[config.mk]
export PLATFORM = sky130hd
export DESIGN_NAME = lc3b_pipe_ctrl
export DESIGN_NICKNAME = d
export VERILOG_FILES = /design/src/rtl/lc3b_types.sv /design/src/rtl/lc3b_raw_cmp.sv /design/src/rtl/lc3b_pipe_ctrl.sv
export SDC_FILE = /design/constraint.sdc
export NUM_CORES = 1
export LEC_CHECK = 0
export BUFFER_PORTS_ARGS = -buffer_cell sky130_fd_sc_hd__buf_2
export CORE_UTILIZATION = 35
export CTS_CLUSTER_SIZE = 12
export DETAILED_ROUTE_END_ITERATION = 8
export PLACE_DENSITY = 0.68
export SLEW_MARGIN = 25
export SYNTH_ARGS = -nofsm -noshare
export SYNTH_HDL_FRONTEND = slang
export SYNTH_SLANG_ARGS = --single-unit
[constraint.sdc]
create_clock -name clk -period 7.35 [get_ports clk]
set_clock_uncertainty 0.05 [all_clocks]
set_input_delay 2.205 -clock clk [delete_from_list [all_inputs] [get_ports clk]]
set_output_delay 2.205 -clock clk [all_outputs]
set_load 0.01 [all_outputs]
[src/rtl/lc3b_types.sv]
// rtl/lc3b_types.sv - shared LC-3b pipeline control types
package lc3b_types;

  typedef logic [2:0] lc3b_reg;

  typedef enum logic [1:0] {
    FWD_RF  = 2'd0,
    FWD_MEM = 2'd1,
    FWD_WB  = 2'd2
  } lc3b_fwd_sel;

  typedef struct packed {
    logic    valid;
    lc3b_reg dest;
    logic    wr;
    logic    load;
    logic    mem;
    logic    branch;
  } lc3b_stage_info_t;

  localparam lc3b_stage_info_t STAGE_BUBBLE = '0;

endpackage

[src/rtl/lc3b_raw_cmp.sv]
// rtl/lc3b_raw_cmp.sv - read-after-write match of one ID source against one in-flight stage
module lc3b_raw_cmp
  import lc3b_types::*;
(
  input  logic    valid,
  input  lc3b_reg src,
  input  logic    use_src,
  input  lc3b_reg dest,
  input  logic    wr,
  output logic    match
);

  assign match = valid & use_src & wr & (src == dest);

endmodule

[src/rtl/lc3b_pipe_ctrl.sv]
// rtl/lc3b_pipe_ctrl.sv - hazard, stall, flush and forwarding control for the LC-3b pipeline
module lc3b_pipe_ctrl
  import lc3b_types::*;
#(
  parameter int MEM_STAGES = 1,
  parameter bit FWD_EN     = 1'b1,
  parameter int CNT_W      = 16,
  localparam int STAGES    = 4 + MEM_STAGES
) (
  input  logic              clk,
  input  logic              reset,
  input  logic              i_mem_resp,
  input  logic              d_mem_resp,
  input  logic              id_valid,
  input  lc3b_reg           id_src1,
  input  lc3b_reg           id_src2,
  input  logic              id_use1,
  input  logic              id_use2,
  input  lc3b_reg           id_dest,
  input  logic              id_wr,
  input  logic              id_load,
  input  logic              id_mem,
  input  logic              id_branch,
  input  logic              wb_taken,
  output logic [STAGES-1:0] stage_load,
  output logic [STAGES-1:0] stage_valid,
  output logic              d_mem_req,
  output logic              flush,
  output logic [1:0]        fwd_a_sel,
  output logic [1:0]        fwd_b_sel,
  output logic [CNT_W-1:0]  stall_cnt
);

  localparam int EX = 2;
  localparam int LM = STAGES - 2;
  localparam int WB = STAGES - 1;

  logic             v_if, v_id;
  lc3b_stage_info_t info [EX:WB];
  logic [EX:WB]     m_a, m_b;
  logic             mem_stall, raw_stall, fetch_stall, any_stall;
  lc3b_fwd_sel      sel_a, sel_b;

  for (genvar s = EX; s <= WB; s++) begin : g_cmp
    lc3b_raw_cmp u_cmp_a (
      .valid(id_valid & info[s].valid), .src(id_src1), .use_src(id_use1),
      .dest(info[s].dest), .wr(info[s].wr), .match(m_a[s])
    );
    lc3b_raw_cmp u_cmp_b (
      .valid(id_valid & info[s].valid), .src(id_src2), .use_src(id_use2),
      .dest(info[s].dest), .wr(info[s].wr), .match(m_b[s])
    );
  end

  always_comb begin
    flush       = info[WB].valid & info[WB].branch & wb_taken;
    mem_stall   = info[LM].valid & info[LM].mem & ~d_mem_resp;
    fetch_stall = v_if & ~i_mem_resp;
    if (FWD_EN) raw_stall = (m_a[EX] | m_b[EX]) & info[EX].load;
    else        raw_stall = |(m_a | m_b);
    any_stall   = ~flush & (mem_stall | raw_stall | fetch_stall);
    d_mem_req   = info[LM].valid & info[LM].mem & ~flush;

    // Producer in EX moves to MEM next cycle; any MEM-stage producer is one step from WB.
    sel_a = FWD_RF;
    sel_b = FWD_RF;
    if (FWD_EN) begin
      if (m_a[EX]) sel_a = FWD_MEM;
      else if (|m_a[EX+1:LM]) sel_a = FWD_WB;
      if (m_b[EX]) sel_b = FWD_MEM;
      else if (|m_b[EX+1:LM]) sel_b = FWD_WB;
    end

    stage_load = '0;
    if (!reset) begin
      stage_load[0] = flush | ~(mem_stall | raw_stall | fetch_stall);
      stage_load[1] = flush | ~(mem_stall | raw_stall);
      for (int s = EX; s <= LM; s++) stage_load[s] = flush | ~mem_stall;
      stage_load[WB] = 1'b1;
    end

    stage_valid    = '0;
    stage_valid[0] = v_if;
    stage_valid[1] = v_id;
    for (int s = EX; s <= WB; s++) stage_valid[s] = info[s].valid;
  end

  always_ff @(posedge clk or posedge reset) begin
    if (reset) begin
      v_if      <= 1'b0;
      v_id      <= 1'b0;
      for (int s = EX; s <= WB; s++) info[s] <= STAGE_BUBBLE;
      fwd_a_sel <= FWD_RF;
      fwd_b_sel <= FWD_RF;
      stall_cnt <= '0;
    end else begin
      v_if <= ~flush;
      if (flush) begin
        v_id <= 1'b0;
        for (int s = EX; s <= WB; s++) info[s] <= STAGE_BUBBLE;
        fwd_a_sel <= FWD_RF;
        fwd_b_sel <= FWD_RF;
      end else if (mem_stall) begin
        info[WB] <= STAGE_BUBBLE;
      end else begin
        if (raw_stall) begin
          info[EX]  <= STAGE_BUBBLE;
          fwd_a_sel <= FWD_RF;
          fwd_b_sel <= FWD_RF;
        end else begin
          v_id      <= v_if & i_mem_resp;
          info[EX]  <= '{valid: id_valid, dest: id_dest, wr: id_wr,
                         load: id_load, mem: id_mem, branch: id_branch};
          fwd_a_sel <= sel_a;
          fwd_b_sel <= sel_b;
        end
        for (int s = EX + 1; s <= WB; s++) info[s] <= info[s-1];
      end
      if (any_stall && stall_cnt != '1) stall_cnt <= stall_cnt + CNT_W'(1);
    end
  end

endmodule

==> results of run 1 <==
[how the worst max path moves through the flow]
stage	startpoint	cells after the start	slack, ns	end
floorplan	d_mem_resp	6	1.77	stage_load[3]
global placement	wb_taken	6	1.41	stage_load[3]
detailed placement	wb_taken	6	1.35	stage_load[3]
CTS	wb_taken	6	1.35	stage_load[3]
global route	wb_taken	6	1.13	stage_load[3]
finish	wb_taken	6	1.36	stage_load[3]
[worst max-delay path, delay by kind of cell]
family	cells	cell delay [ns]
AND/OR/NAND/NOR	3	0.96
buffers and inverters	3	0.56
[cells by family after synthesis]
| group | after synthesis | synth area share |
|---|---|---|
| xor+xnor | 27 | 0.129 |
| buf+inv | 14 | 0.0424 |
| fa+ha+maj | 1 | 0.00642 |
| mux | 1 | 0.00578 |
| flops | 39 | 0.501 |
| compound gates | 25 | 0.105 |
| simple gates | 69 | 0.211 |
[synth_stat cells, types with 2 or more instances]
library cell | n | area (um^2)
and3_1 | 7 | 43.8
and4_4 | 2 | 22.5
nand3_1 | 3 | 15.0
a22o_1 | 6 | 52.6
a32o_1 | 2 | 20.0
clkbuf_1 | 4 | 15.0
buf_4 | 6 | 45.0
nand2_1 | 18 | 67.6
and2_1 | 2 | 12.5
a22oi_1 | 2 | 15.0
xnor2_2 | 2 | 32.5
nand4_1 | 7 | 43.8
inv_1 | 3 | 11.3
a21oi_1 | 8 | 40.0
dfrtp_1 | 39 | 976
nand3_2 | 4 | 40.0
o21ai_0 | 2 | 10.0
nor2_1 | 17 | 63.8
xnor2_1 | 24 | 210
nand4_4 | 2 | 42.5
[final cells by class]
class                           count  area [um^2]  share of cell area
Inverter                            3         11.3             0.00481
Multi-Input combinational cell    123          891               0.381
Timing Repair Buffer               54          275               0.118
Clock buffer                        8          100              0.0428
Sequential cell                    39          976               0.417
Tap cell                           70         87.6              0.0374
[layer usage]
layer | share of wire | up-vias
met4 | 0.016 | 0
met2 | 0.49 | 32
li1 | - | 705
met5 | 0 | -
met3 | 0.039 | 7
met1 | 0.45 | 707
[power by group through the flow]
stage,Clock (mW),Sequential [mW],Combinational (mW)
after floorplan,0,0.338,0.180
after global placement,0,0.343,0.238
after detailed placement,0,0.341,0.243
after CTS,0.163,0.338,0.244
after global routing,0.173,0.347,0.269
final,0.158,0.338,0.241
[sequential cells by signal, indices dropped and copies added, names as in the netlist]
signal and cells:
stall_cnt 16, v_if 1, v_id 1, fwd_a_sel 2, stage_valid 3, info 14
fwd_b_sel 2
[metrics by stage]
stage               std cells   util  total power [mW]  worst slack, ns
floorplan                 176      -             0.518             1.77
global placement          289  0.428             0.580             1.41
detailed placement        289  0.428             0.585             1.35
CTS                       297  0.447             0.744             1.35
global route              297  0.447             0.790             1.13
finish                    297  0.447             0.737             1.36
==> results.py, run 1 <==
metrics = {
    "grt": {
        "overflow": 0,
        "track_usage": 0.156,
        "busiest_layer": "met2",
        "grtUsageMet1": 0.196,
        "grt_pass1_vias": 1473,
        "antenna_found_initial": 0,
        "grt_util_met3": 0.0395,
        "use_met2": 0.253,
        "grt_max_degree": 40,
        "grt_pass1_wl_mm": 7.20,
    },
    "placement": {
        "gp_congestion": 0.780,
        "io_buffers": 52,
        "dp_hpwl_mm": 3.12,
        "placed_cell_area_mm2": 0.00224,
    },
    "floorplan": {
        "core_area_mm2": 0.00524,
        "dieHeight_um": 76.6,
        "die_area_mm2": 0.00587,
        "start_util": 0.372,
        "rows": 26,
        "ios": 53,
        "die_w_um": 76.6,
    },
    "synthesis": {
        "ys_warn_count": 0,
        "ys_seq_area_frac": 0.501,
        "synthCells": 176,
        "synth_edf_count": 0,
        "synth-seq-cells": 39,
        "synthesis.nets": 198,
        "async_reset_ff_frac": 1.00,
        "synth_cell_type_count": 36,
        "synth_flop_cell": "dfrtp_1",
        "syn-cell-area_mm2": 0.00195,
        "avgSynthCellArea_um2": 11.1,
    },
    "sta": {
        "holdWs_ns": 0.442,
        "max_freq_ghz": 0.167,
        "hold_viol": 0,
        "drv_slew": 0,
        "maxSlewHeadroom": 0.526,
        "final.period_utilization": 0.815,
        "rsz0062_at_grt": "no",
        "setup_tns_ns": 0,
        "setup-violations-final": 0,
        "tightestPinTransition_ns": 0.709,
        "fin_crit_ns": 5.99,
    },
    "drt": {
        "postRouteWirelength_mm": 4.16,
        "drc": 0,
        "num_vias": 1451,
        "firstDrtPassIters": 5,
        "wire_per_inst_um": 14.0,
        "dr.first_iter.drc_count": 54,
        "viasPerCell": 4.89,
        "ant_nets": 0,
    },
    "clock_tree": {
        "holdBufCountCts": 0,
        "ctsResizeCount": 0,
        "clock-sinks": 39,
        "path_clk_slew_ns": 0.07,
        "h-tree-depth": 2,
        "cts_buffer_depth": 2,
        "cts_made_buffers": 5,
        "postCtsSetupRepairBufs": 0,
        "cts_tree": "built",
        "insertion_delay_ns": 0.29,
        "root_buffer": "clkbuf_8",
    },
    "power": {
        "p_int_mw": 0.473,
        "p_per_area_mw_per_mm2": 315,
        "clkPwrFrac": 0.214,
        "seq_power_share": 0.459,
        "power.net_switching_mw": 0.264,
        "swShare": 0.358,
        "p_leak_nw": 1.15,
        "peakVddDrop_mv": 0.144,
        "p_comb_frac": 0.327,
    },
    "critical_path": {
        "required_ns": 5.10,
        "r2r-start": "info[20]",
        "crit_fanout": 15,
        "r2r_end": "stall_cnt[1]",
        "start_kind": "input port",
        "reg2regPathDepth": 5,
        "max_stage_delay_ns": 0.64,
        "cp_slowest_cell": "nor2_1",
        "end_kind": "primary output",
        "path_cells": "buf_2 -> nand3_1 -> inv_1 -> nor2_1 -> nor2_1 -> buf_2",
        "r2r_setup_slack_ns": 5.17,
        "crit_type": "input port to primary output",
        "worstPathArrival_ns": 3.73,
    },
    "layout": {
        "num_antenna_cells": 0,
        "post-route-cell-area_mm2": 0.00234,
        "final_common_cell": "buf_2",
        "drive_above_1_share": 0.348,
        "fin_nets": 248,
        "fillers": 506,
        "layout_common_cells": "52 x buf_2, 39 x dfrtp_1, 24 x xnor2_1",
        "area_delta_synth_final_pct": 20.1,
    },
    "worst_hold_path": {
        "hold_depth": 1,
        "holdPathEnd": "stall_cnt[14]",
        "min_path_type": "flip-flop to flip-flop",
        "min_from": "stall_cnt[14]",
    },
    "run": {
        "cap_viol_max_count": 0,
    },
    "status": {
        "status": "finished, final reports clean",
    },
}
(Power assumes the default switching activity.)
==> run 2, diff against run 1 <==
- ABC_AREA: unset -> 1
- PLACE_DENSITY: 0.68 -> 0.67
- clock period: 7.35 -> 6.2 ns (I/O delays scaled with it)
==> run 2 against run 1 <==
  * Synthesized area is 14% higher
  * Final area is 12% higher
  * Non-clock buffer count is 1 lower
  * Count of clock-buffer cells in the layout is 2 lower
  * Sequential share of layout area is 4.4 points lower
  * Critical endpoint is now stage_load[0]
==> results.py, run 2 <==
metrics = {
    "critical_path": {
        "path_cells": "buf_2 -> nand3_2 -> inv_2 -> nor2_4 -> inv_2 -> nand3_2 -> nor2_1 -> buf_2",
        "start_kind": "input port",
        "path_buf_inv": 4,
        "cp_slowest_cell": "nand3_2",
        "r2r_setup_slack_ns": 4.22,
        "r2r-start": "stage_valid[3]",
        "end_kind": "primary output",
        "reg2regPathDepth": 9,
        "r2r_end": "stall_cnt[10]",
        "max_stage_delay_ns": 0.38,
        "required_ns": 4.29,
        "critPathTopFamily": "simple AND/OR/NAND/NOR gates",
        "crit_fanout": 21,
        "crit_type": "input port to primary output",
        "worstPathArrival_ns": 3.22,
    },
    "floorplan": {
        "die_w_um": 81.6,
        "die_area_mm2": 0.00666,
        "start_util": 0.368,
        "ios": 53,
        "core_area_mm2": 0.00603,
        "rows": 28,
        "dieHeight_um": 81.6,
    },
    "drt": {
        "drc": 0,
        "viasPerCell": 4.78,
        "num_vias": 1998,
        "wire_per_inst_um": 11.8,
        "postRouteWirelength_mm": 4.93,
        "firstDrtPassIters": 4,
        "ant_nets": 0,
        "dr.first_iter.drc_count": 123,
    },
    "synthesis": {
        "synth_cell_type_count": 25,
        "synth_flop_cell": "dfrtp_1",
        "synth_area_leaders": "dfrtp_1 44%, nand2_1 16%, nand3_1 7.9%",
        "syn-cell-area_mm2": 0.00222,
        "synth-seq-cells": 39,
        "ys_warn_count": 0,
        "async_reset_ff_frac": 1.00,
        "avgSynthCellArea_um2": 7.55,
        "synth.top_cell.area_share": 0.440,
        "synthesis.nets": 316,
        "synth_edf_count": 0,
        "yosysTopAreaCell": "dfrtp_1",
        "synthCells": 294,
        "yosysMostFrequentCell": "nand2_1",
        "ys_seq_area_frac": 0.440,
        "synth.top_cells.by_count": "93 x nand2_1, 39 x dfrtp_1, 35 x nand3_1",
    },
    "grt": {
        "antenna_found_initial": 0,
        "grt_max_degree": 40,
        "track_usage": 0.161,
        "grt_pass1_vias": 1824,
        "overflow": 0,
        "grt_pass1_wl_mm": 8.17,
    },
    "power": {
        "p_per_area_mw_per_mm2": 335,
        "seq_power_share": 0.429,
        "peakVddDrop_mv": 0.159,
        "swShare": 0.370,
        "power.net_switching_mw": 0.324,
        "p_comb_frac": 0.316,
        "clkPwrFrac": 0.255,
        "p_leak_nw": 1.42,
        "p_int_mw": 0.551,
    },
    "sta": {
        "tightestPinTransition_ns": 0.772,
        "maxSlewHeadroom": 0.484,
        "drv_slew": 0,
        "max_freq_ghz": 0.195,
        "setup-violations-final": 0,
        "hold_viol": 0,
        "final.period_utilization": 0.828,
        "fin_crit_ns": 5.13,
        "setup_tns_ns": 0,
        "rsz0062_at_grt": "no",
    },
    "clock_tree": {
        "cts_made_buffers": 5,
        "cts_tree": "built",
        "path_clk_slew_ns": 0.08,
        "insertion_delay_ns": 0.30,
        "postCtsSetupRepairBufs": 0,
        "root_buffer": "clkbuf_8",
        "holdBufCountCts": 0,
        "clock-sinks": 39,
        "h-tree-depth": 2,
        "ctsResizeCount": 0,
        "cts_buffer_depth": 2,
    },
    "layout": {
        "num_antenna_cells": 0,
        "area_delta_synth_final_pct": 17.8,
        "largest_register_ffs": 16,
        "fin_nets": 364,
        "layout_common_cells": "93 x nand2_1, 52 x buf_2, 39 x dfrtp_1",
        "fin_util": 0.434,
        "drive_above_1_share": 0.227,
        "largest_register": "stall_cnt",
        "final_common_cell": "nand2_1",
        "fin_cells": 418,
        "fillers": 621,
    },
    "run": {
        "cap_viol_max_count": 0,
    },
    "placement": {
        "gp_congestion": 0.836,
        "io_buffers": 52,
        "dp_hpwl_mm": 3.65,
        "dp.cells": 410,
    },
    "worst_hold_path": {
        "hold_depth": 2,
        "min_from": "v_id",
        "holdPathEnd": "v_id",
        "min_path_type": "flip-flop to flip-flop",
    },
    "status": {
        "status": "finished, final reports clean",
    },
}
-- run 2: power groups by stage --
stage	registers (mW)	logic, mW	clock network (mW)
2_1_floorplan	0.376	0.216	0
3_3_place_gp	0.379	0.275	0
3_5_place_dp	0.380	0.278	0
4_1_cts	0.376	0.279	0.228
5_1_grt	0.385	0.316	0.238
6_report	0.375	0.276	0.223
-- run 2: per-stage QoR --
stage / area (um^2) / hold WS, ns / worst slack [ns] / total power [mW]
floorplan: 2220 / 0.404 / 1.56 / 0.593
global route: 2610 / 0.482 / 0.931 / 0.939
finish: 2610 / 0.442 / 1.07 / 0.875
CTS: 2610 / 0.446 / 1.03 / 0.884
global placement: 2500 / 0.421 / 1.07 / 0.654
detailed placement: 2500 / 0.427 / 1.03 / 0.658
-- run 2: how the worst max path moves through the flow --
stage	cells past startpoint	to	startpoint
2_1_floorplan	1	stage_load[4]	reset
3_3_place_gp	8	stage_load[0]	wb_taken
3_5_place_dp	8	stage_load[0]	wb_taken
4_1_cts	8	stage_load[0]	wb_taken
5_1_grt	8	stage_load[0]	wb_taken
6_report	8	stage_load[0]	wb_taken
-- run 2: final cells by class --
cell class / count / area, um^2 / share of cell area
Clock buffer: 6 / 82.6 / 0.0316
Inverter: 39 / 146 / 0.0560
Multi-Input combinational cell: 204 / 1010 / 0.387
Timing Repair Buffer: 53 / 268 / 0.102
Clock inverter: 2 / 35.0 / 0.0134
Sequential cell: 39 / 976 / 0.373
Tap cell: 75 / 93.8 / 0.0359
-- run 2: cells by family (layout without fill, tap and decap cells) --
family	Yosys count	after routing	synth area share
DFF	39	39	0.440
xor gates and xnor gates	16	16	0.0631
and+or+nand+nor	166	166	0.339
adders and majority gates	1	1	0.00564
AOI/OAI and AO/OA	21	21	0.0485
buffers and inverters	51	100	0.104
-- run 2: routing by layer --
| metal | GRT usage | vias up | routed length [um] |
|---|---|---|---|
| li1 | - | 1020 | - |
| met1 | 0.213 | 910 | 2270 |
| met2 | 0.256 | 58 | 2300 |
| met3 | 0.0356 | 10 | 288 |
| met4 | 0.0614 | 0 | 77 |
| met5 | 0 | - | 0 |
-- run 2: tightest hold or removal path, cell delays in order (launching register included) --
cell and delay [ns]:
dfrtp_1 0.35, nand2_1 0.05, o21ai_0 0.06
==> run 3, diff against run 2 <==
- ABC_AREA: 1 -> 0
- PLACE_DENSITY: 0.67 -> 0.68
- clock period: 6.2 -> 4.95 ns (I/O delays scaled with it)
==> run 3 against run 2 <==
  * Global-route usage down 0.56 points
  * Largest power group unchanged
  * Clock power up 23%
  * Final area down 9.5%
  * Critical endpoint is now stage_load[2]
  * Critical path type unchanged
  * Highest routed layer unchanged
==> results.py, run 3 (synthesis gave the netlist of run 1 again) <==
metrics = {
    "floorplan": {
        "dieHeight_um": 76.6,
        "ios": 53,
        "core_area_mm2": 0.00524,
        "start_util": 0.372,
        "rows": 26,
        "die_w_um": 76.6,
        "die_area_mm2": 0.00587,
    },
    "critical_path": {
        "start_kind": "input port",
        "max_stage_delay_ns": 0.55,
        "required_ns": 3.41,
        "path_cells": "buf_2 -> or2_2 -> nor2_1 -> nor2_1 -> buf_2",
        "worstPathArrival_ns": 2.85,
        "end_kind": "primary output",
        "crit_fanout": 11,
        "cp_slowest_cell": "nor2_1",
        "crit_type": "input port to primary output",
    },
    "clock_tree": {
        "h-tree-depth": 2,
        "root_buffer": "clkbuf_8",
        "cts_buffer_depth": 2,
        "cts_made_buffers": 5,
        "insertion_delay_ns": 0.29,
        "path_clk_slew_ns": 0.07,
        "postCtsSetupRepairBufs": 0,
        "clock-sinks": 39,
        "holdBufCountCts": 0,
        "cts_tree": "built",
        "ctsResizeCount": 0,
    },
    "layout": {
        "num_antenna_cells": 0,
        "largest_register_ffs": 16,
        "fin_nets": 249,
        "drive_above_1_share": 0.355,
        "fillers": 493,
        "area_delta_synth_final_pct": 21.4,
        "layout_common_cells": "52 x buf_2, 39 x dfrtp_1, 24 x xnor2_1",
        "final_common_cell": "buf_2",
        "largest_register": "stall_cnt",
    },
    "grt": {
        "overflow": 0,
        "grt_max_degree": 40,
        "grt_pass1_wl_mm": 7.22,
        "antenna_found_initial": 0,
        "track_usage": 0.155,
        "grt_pass1_vias": 1482,
    },
    "status": {
        "status": "finished, final reports clean",
    },
    "sta": {
        "fin_crit_ns": 4.39,
        "drv_slew": 0,
        "hold_viol": 0,
        "maxSlewHeadroom": 0.538,
        "setup-violations-final": 0,
        "tightestPinTransition_ns": 0.690,
        "holdWs_ns": 0.440,
        "setup_tns_ns": 0,
        "rsz0062_at_grt": "no",
        "final.period_utilization": 0.886,
        "max_freq_ghz": 0.228,
    },
    "drt": {
        "viasPerCell": 4.87,
        "postRouteWirelength_mm": 4.16,
        "dr.first_iter.drc_count": 85,
        "drc": 0,
        "num_vias": 1452,
        "wire_per_inst_um": 14.0,
        "firstDrtPassIters": 4,
        "ant_nets": 0,
    },
    "placement": {
        "io_buffers": 52,
        "dp_hpwl_mm": 3.07,
        "gp_congestion": 0.792,
    },
    "power": {
        "p_comb_frac": 0.317,
        "seq_power_share": 0.442,
        "clkPwrFrac": 0.242,
        "p_per_area_mw_per_mm2": 480,
        "peakVddDrop_mv": 0.238,
        "p_int_mw": 0.739,
        "swShare": 0.349,
        "power.net_switching_mw": 0.396,
        "p_leak_nw": 1.17,
    },
    "worst_hold_path": {
        "min_path_type": "flip-flop to flip-flop",
    },
    "run": {
        "cap_viol_max_count": 0,
    },
}
==> run 3: changes by cell type in the layout (fill, tap and decap cells not counted), moves of 6 or more <==
cell	delta
a22o_1	+6
and3_1	+7
inv_1	-29
inv_2	-7
nand2_1	-75
nand3_1	-32
nor3_1	-7
o21ai_0	-14
xnor2_1	+18
xor2_1	-9
==> run 3: path summary, 6_finish.rpt <==
| check | start | end | slack (ns) | cells past startpoint |
|---|---|---|---|---|
| max | d_mem_resp | stage_load[2] | 0.56 | 5 |
| min | stall_cnt[11] | stall_cnt[11] | 0.44 | 1 |
| max reg2reg | info[22] | stall_cnt[1] | 2.75 | 5 |
| min reg2reg | stall_cnt[11] | stall_cnt[11] | 0.44 | 1 |
| max in group asynchronous | reset | stall_cnt[14] | 3.13 | 3 |
| min in group asynchronous | reset | info[21] | 1.37 | 3 |
==> run 3: through the flow <==
stage,instances,setup WS [ns],instance area (um^2),power (mW),util
after global placement,290,0.566,2250,0.864,0.429
after floorplan,176,0.807,1950,0.769,-
after CTS,298,0.564,2370,1.15,0.452
final,298,0.565,2370,1.13,0.452
after global routing,298,0.411,2370,1.21,0.452
after detailed placement,290,0.567,2250,0.869,0.429
==> run 3: routing by layer <==
| layer | wire (um) | share of wire | track usage | vias up |
|---|---|---|---|---|
| met3 | 154 | 0.037 | 0.0335 | 6 |
| met2 | 2000 | 0.48 | 0.252 | 30 |
| li1 | - | - | - | 709 |
| met5 | 0 | 0 | 0 | - |
| met1 | 1950 | 0.47 | 0.201 | 707 |
| met4 | 46 | 0.011 | 0.0615 | 0 |
==> run 3: cell type report <==
| class | instances | area, um^2 | share of cell area |
|---|---|---|---|
| multi-input combinational | 123 | 891 | 0.377 |
| timing repair buffer | 55 | 283 | 0.120 |
| clock inverter | 2 | 35.0 | 0.0148 |
| inverter | 3 | 11.3 | 0.00476 |
| tap | 70 | 87.6 | 0.0370 |
| clock buffer | 6 | 82.6 | 0.0349 |
| sequential | 39 | 976 | 0.412 |
==> run 3: critical path, delay by kind of cell <==
kind	cells	cell delay (ns)
AND/OR/NAND/NOR	3	1.07
buffers and inverters	2	0.29
==> run 3: power groups by stage <==
stage               registers [mW]  clock network, mW  logic (mW)
floorplan                    0.502                  0       0.267
global placement             0.508                  0       0.356
detailed placement           0.507                  0       0.361
CTS                          0.502              0.280       0.363
global route                 0.518              0.293       0.401
finish                       0.501              0.274       0.359
